File: src/rtl/uart_tx_arbiter.sv
`default_nettype none
// ============================================================================
// Module : uart_tx_arbiter
// Desc   : Lends one UART transmitter to one of NREQ byte FIFOs per message.
//          Define ARB_FIXED_PRIO_EN for fixed lowest-index priority.
// Rev    : 1.0  initial release
// ============================================================================

module uart_tx_arbiter #(
  parameter int NREQ = 2,
  parameter int W    = 8
) (
  input  logic              clk,
  input  logic              reset,
  input  logic [NREQ-1:0]   req_empty,
  input  logic [NREQ*W-1:0] req_data,
  output logic [NREQ-1:0]   req_rden,
  output logic [W-1:0]      uart_data,
  output logic              uart_start,
  input  logic              uart_busy,
  output logic [NREQ-1:0]   grant,
  output logic              msg_done
);

  localparam int              c_PTR_W = $clog2(NREQ);
  localparam logic [NREQ-1:0] c_ONE   = {{(NREQ-1){1'b0}}, 1'b1};

  typedef enum logic [2:0] {
    S_IDLE  = 3'd0,
    S_READ  = 3'd1,
    S_LATCH = 3'd2,
    S_START = 3'd3,
    S_WAIT  = 3'd4,
    S_HOLD  = 3'd5
  } state_t;

  state_t             r_state, w_state_nxt;
  logic [NREQ-1:0]    r_grant, w_grant_nxt;
  logic [c_PTR_W-1:0] r_gidx, w_gidx_nxt;
  logic [c_PTR_W-1:0] r_ptr, w_ptr_nxt;
  logic [c_PTR_W-1:0] w_win_idx;
  logic               w_win_found;
  logic [W-1:0]       r_data, w_data_nxt, w_sel_data;
  logic               r_start, w_start_nxt;
  logic               r_done, w_done_nxt;
  logic               w_g_avail;

  // Winner search over the non-empty sources.
  always_comb begin
    w_win_found = 1'b0;
    w_win_idx   = '0;
`ifdef ARB_FIXED_PRIO_EN
    for (int i = 0; i < NREQ; i++) begin
      if (!w_win_found && !req_empty[i]) begin
        w_win_found = 1'b1;
        w_win_idx   = c_PTR_W'(i);
      end
    end
`else
    for (int k = 0; k < NREQ; k++) begin
      for (int i = 0; i < NREQ; i++) begin
        if (!w_win_found && !req_empty[i] && (i == ((int'(r_ptr) + k) % NREQ))) begin
          w_win_found = 1'b1;
          w_win_idx   = c_PTR_W'(i);
        end
      end
    end
`endif
  end

  always_comb begin
    w_sel_data = '0;
    for (int i = 0; i < NREQ; i++) begin
      if (r_grant[i]) begin
        w_sel_data = req_data[i*W +: W];
      end
    end
  end

  assign w_g_avail = |(r_grant & ~req_empty);

  // Read strobe is a pure decode of state and grant, never of uart_busy.
  assign req_rden = (r_state == S_READ) ? r_grant : '0;

  always_comb begin
    w_state_nxt = r_state;
    w_grant_nxt = r_grant;
    w_gidx_nxt  = r_gidx;
    w_ptr_nxt   = r_ptr;
    w_data_nxt  = r_data;
    w_start_nxt = r_start;
    w_done_nxt  = 1'b0;
    case (r_state)
      S_IDLE: begin
        if (w_win_found) begin
          w_grant_nxt = c_ONE << w_win_idx;
          w_gidx_nxt  = w_win_idx;
          w_state_nxt = S_READ;
        end
      end
      S_READ: begin
        w_state_nxt = S_LATCH;
      end
      S_LATCH: begin
        // FIFO Q is valid one cycle after RdEn; a zero byte ends the message.
        if (w_sel_data == '0) begin
          w_done_nxt  = 1'b1;
          w_grant_nxt = '0;
          w_ptr_nxt   = (r_gidx == c_PTR_W'(NREQ-1)) ? '0 : r_gidx + 1'b1;
          w_state_nxt = S_IDLE;
        end else begin
          w_data_nxt  = w_sel_data;
          w_start_nxt = 1'b1;
          w_state_nxt = S_START;
        end
      end
      S_START: begin
        if (uart_busy) begin
          w_start_nxt = 1'b0;
          w_state_nxt = S_WAIT;
        end
      end
      S_WAIT: begin
        if (!uart_busy) begin
          w_state_nxt = w_g_avail ? S_READ : S_HOLD;
        end
      end
      S_HOLD: begin
        if (w_g_avail) begin
          w_state_nxt = S_READ;
        end
      end
      default: begin
        w_state_nxt = S_IDLE;
      end
    endcase
  end

  always_ff @(posedge clk) begin
    if (reset) begin
      r_state <= S_IDLE;
      r_grant <= '0;
      r_gidx  <= '0;
      r_ptr   <= '0;
      r_data  <= '0;
      r_start <= 1'b0;
      r_done  <= 1'b0;
    end else begin
      r_state <= w_state_nxt;
      r_grant <= w_grant_nxt;
      r_gidx  <= w_gidx_nxt;
      r_ptr   <= w_ptr_nxt;
      r_data  <= w_data_nxt;
      r_start <= w_start_nxt;
      r_done  <= w_done_nxt;
    end
  end

  assign grant      = r_grant;
  assign uart_data  = r_data;
  assign uart_start = r_start;
  assign msg_done   = r_done;

endmodule

`default_nettype wire

File: config.mk
export PLATFORM = sky130hd
export DESIGN_NAME = uart_tx_arbiter
export DESIGN_NICKNAME = d
export VERILOG_FILES = /design/src/rtl/uart_tx_arbiter.sv
export SDC_FILE = /design/constraint.sdc
export NUM_CORES = 1
export LEC_CHECK = 0
export BUFFER_PORTS_ARGS = -buffer_cell sky130_fd_sc_hd__buf_4
export CAP_MARGIN = 25
export CELL_PAD_IN_SITES_DETAIL_PLACEMENT = 1
export CELL_PAD_IN_SITES_GLOBAL_PLACEMENT = 1
export CORE_MARGIN = 2
export CORE_UTILIZATION = 39
export DETAILED_ROUTE_END_ITERATION = 7
export GPL_ROUTABILITY_DRIVEN = 0
export GPL_TIMING_DRIVEN = 0
export PLACE_DENSITY = 0.91
export SYNTH_ARGS = -nofsm -noshare
export SYNTH_HDL_FRONTEND = slang
export SYNTH_SLANG_ARGS = --single-unit
File: constraint.sdc
create_clock -name clk -period 2.6 [get_ports clk]
set_clock_uncertainty 0.05 [all_clocks]
set_input_delay 0.52 -clock clk [delete_from_list [all_inputs] [get_ports clk]]
set_output_delay 0.52 -clock clk [all_outputs]
set_load 0.05 [all_outputs]
==> impl_metrics.csv <==
group,metric,value,unit
clock_network,postCtsHoldBufs,0,
logic_synthesis,synth-compound-area-share,18.7,%
critical_path,critPathMaxFanout,6,
clock_network,clk-insertion-delay-late,290,ps
drt,avgRoutedWirePerCell,15.9,µm
timing,maxSlewHeadroom,70.6,%
logic_synthesis,synth-seq-cells,17,
global_route,grt_start_max_net_pins,11,
worst_hold_path,hold_path_end,"r_gidx$_SDFFE_PP0P_",
clock_network,post_cts.resized_instances,0,
drt,drt_first_iter_violations,5,
logic_synthesis,synth_xor_area_share,0,%
global_route,antenna_found_initial,0,
die,core-area,2450,µm²
logic_synthesis,synth_common_cells,"sky130_fd_sc_hd__dfxtp_1 (17), sky130_fd_sc_hd__nor2_1 (10), sky130_fd_sc_hd__nor2b_1 (10)",
logic_synthesis,postSynth.asyncResetShare,0,%
timing,slew_violations,0,
worst_hold_path,min_path_cells,2,
logic_synthesis,post_synth_net_total,123,
placed_design,dp_hpwl,2190,µm
logic_synthesis,yosys.area_share.adder,0,%
die,initial_core_util,40.8,%
logic_synthesis,synth-edff-count,0,
logic_synthesis,synth_top_family_by_area,"simple AND/OR/NAND/NOR gates",
outcome,result_of_the_run,"completed",
clock_network,clockBufferDepth,2,
timing,min_period_over_period,73.5,%
layout,area.growth.synth_to_final,31.1,%
critical_path,critical_path_required,2030,ps
timing,min_period,1910,ps
logic_synthesis,synth.top_cell.area_share,34.0,%
timing,worst_pin_slew,442,ps
layout,antennaDiodeCount,0,
logic_synthesis,share_of_synthesized_cell_area_in_and_or_nand_and_nor_gates,27.7,%
timing,timing.setup.tns,0,ps
logic_synthesis,synth.distinct_cells,36,
power,p_per_area,464,nW/µm²
logic_synthesis,synth-main-ff-cell,"sky130_fd_sc_hd__dfxtp_1",
timing,report.final.setup_viol,0,
die,fp.dieW,54.7,µm
logic_synthesis,yosysSeqAreaShare,34.0,%
logic_synthesis,post-synth-top-area-cell,"sky130_fd_sc_hd__dfxtp_1",
timing,clock.fmax,524,MHz
job,drv.max_cap_violation_count,0,
power,total_leakage_power,0.592,nW
critical_path,worstRegToRegCells,6,
timing,finalHoldViolCount,0,
clock_network,ctsRootBufferMaster,"sky130_fd_sc_hd__clkbuf_4",
layout,drive_above_1_share,41.7,%
drt,drcViolationCount,0,
layout,final_core_util,53.5,%
global_route,grt_usage,19.7,%
drt,drt.antenna.violating_nets,0,
clock_network,clock_sink_total,17,
critical_path,timing.critical_path.from_type,"flop",
layout,nNetsFinal,161,
die,die_height,54.7,µm
clock_network,clkTransAtPathRegs,100,ps
placed_design,portBuffers,33,
logic_synthesis,synthMuxAreaShare,13.1,%
power,power.ir.vdd_worst,0.250,mV
logic_synthesis,yosys.cell_count.top_type,"sky130_fd_sc_hd__dfxtp_1",
die,die_outline_area,2990,µm²
critical_path,crit_path_end_kind,"output pin",
die,pin_count,35,
logic_synthesis,post_synth_instance_area,1000,µm²
layout,fillCellCount,304,
timing,rsz0062_at_grt,"false",
critical_path,worstPathArrival,1340,ps
drt,via_per_inst,5.36,
logic_synthesis,synthesis.yosys.warnings,0,
global_route,first_global_vias,931,
drt,finalWirelength,2690,µm
critical_path,setup.reg_to_reg.worst_slack,890,ps
worst_hold_path,holdCritPathClass,"flop to flop",
clock_network,htreeDepth,1,
logic_synthesis,synth.top_cells.by_area,"sky130_fd_sc_hd__dfxtp_1 (34%), sky130_fd_sc_hd__mux2_4 (12%), sky130_fd_sc_hd__nor2b_1 (6.2%)",
global_route,grt_pass1_wl,4240,µm
logic_synthesis,syn-instance-count,102,
die,num_rows,18,
critical_path,endpoint_of_the_worst_register_to_register_path,"uart_data[5]$_SDFFE_PP0P_",
logic_synthesis,avgSynthCellArea,9.83,µm²
power,finalPower,0.609,mW
clock_network,total_setup_buffers_inserted_after_cts,0,
global_route,globalRouteOverflowTotal,0,
clock_network,clock_tree_from_tritoncts,"done",
critical_path,timing.setup.critical_path_class,"flop to output pin",
worst_hold_path,worstHoldStart,"r_gidx$_SDFFE_PP0P_",
critical_path,worst_r2r_startpoint,"grant[1]$_SDFFE_PP0P_",
drt,dr.pass1.iters,4,
drt,num_vias,906,
clock_network,cts_buffers,3,
==> cells by family after synthesis <==
kind of cell / after synthesis
buffers and inverters: 8
muxes: 9
AOI/OAI and AO/OA: 25
and+or+nand+nor: 43
DFF: 17
==> registers in the layout, summed over array words and instances, names as in the netlist <==
name,flops
r_gidx,1
grant,2
uart_start,1
msg_done,1
r_state,3
uart_data,8
r_ptr,1
==> per-layer routing <==
| layer | GRT usage (%) | part of all wire (%) |
|---|---|---|
| met5 | 0 | 0 |
| met4 | 5.42 | 0.59 |
| met3 | 3.01 | 8.0 |
| met2 | 35.1 | 48 |
| met1 | 24.3 | 44 |
==> stage by stage <==
step,worst slack (ps),hold WS [ps],cells,instance area (µm²)
final,690,418,169,1310
after global routing,561,442,169,1310
after CTS,674,419,169,1310
after detailed placement,562,404,165,1290
after global placement,593,397,165,1290
after floorplan,623,387,102,1000
==> power by group <==
part | total (mW) | switching [mW] | leakage (nW) | internal (mW)
clock | 0.143 | 0.0830 | 0.0150 | 0.0597
combinational | 0.179 | 0.0963 | 0.439 | 0.0830
sequential | 0.287 | 0.0142 | 0.138 | 0.273
total | 0.609 | 0.194 | 0.592 | 0.416
==> cells in the final DEF, fill, tap and decap left out, drive strengths merged, types with 2 or more instances in the layout <==
| cell | synthesis | final |
|---|---|---|
| a211oi | 2 | 2 |
| a21boi | 2 | 2 |
| a21oi | 5 | 5 |
| a22oi | 8 | 8 |
| and2b | 3 | 3 |
| and3b | 3 | 3 |
| buf | 3 | 36 |
| clkbuf | 2 | 6 |
| dfxtp | 17 | 17 |
| inv | 2 | 2 |
| mux2 | 9 | 9 |
| nand2 | 5 | 5 |
| nand3b | 2 | 2 |
| nor2 | 10 | 10 |
| nor2b | 11 | 11 |
| nor4 | 5 | 5 |
| o21ai | 2 | 2 |
| or3 | 2 | 2 |
==> worst max-delay path by stage <==
stage / to / start / cells after the start
after floorplan: req_rden[1] / grant[1]$_SDFFE_PP0P_ / 2
after global placement: uart_data[6]$_SDFFE_PP0P_ / req_data[9] / 6
after detailed placement: uart_data[7]$_SDFFE_PP0P_ / req_data[9] / 6
after CTS: req_rden[1] / r_state[0]$_SDFFE_PP0P_ / 3
after global routing: req_rden[1] / r_state[0]$_SDFFE_PP0P_ / 3
final: req_rden[1] / r_state[0]$_SDFFE_PP0P_ / 3
==> area by class of cell <==
| cell class | count | area (µm²) | area share, % |
|---|---|---|---|
| tap | 30 | 37.5 | 2.86 |
| buffer | 6 | 57.6 | 4.38 |
| sequential | 17 | 340 | 25.9 |
| inverter | 2 | 7.51 | 0.571 |
| multi-input combinational | 77 | 597 | 45.4 |
| clock buffer | 4 | 26.3 | 2.00 |
| timing repair buffer | 33 | 248 | 18.9 |
==> critical path, stage by stage (launching register included) <==
cell and delay (ps):
sky130_fd_sc_hd__dfxtp_1 440, sky130_fd_sc_hd__nor2b_2 230, sky130_fd_sc_hd__and3b_1 180, sky130_fd_sc_hd__buf_4 200
(Power assumes the default switching activity.)
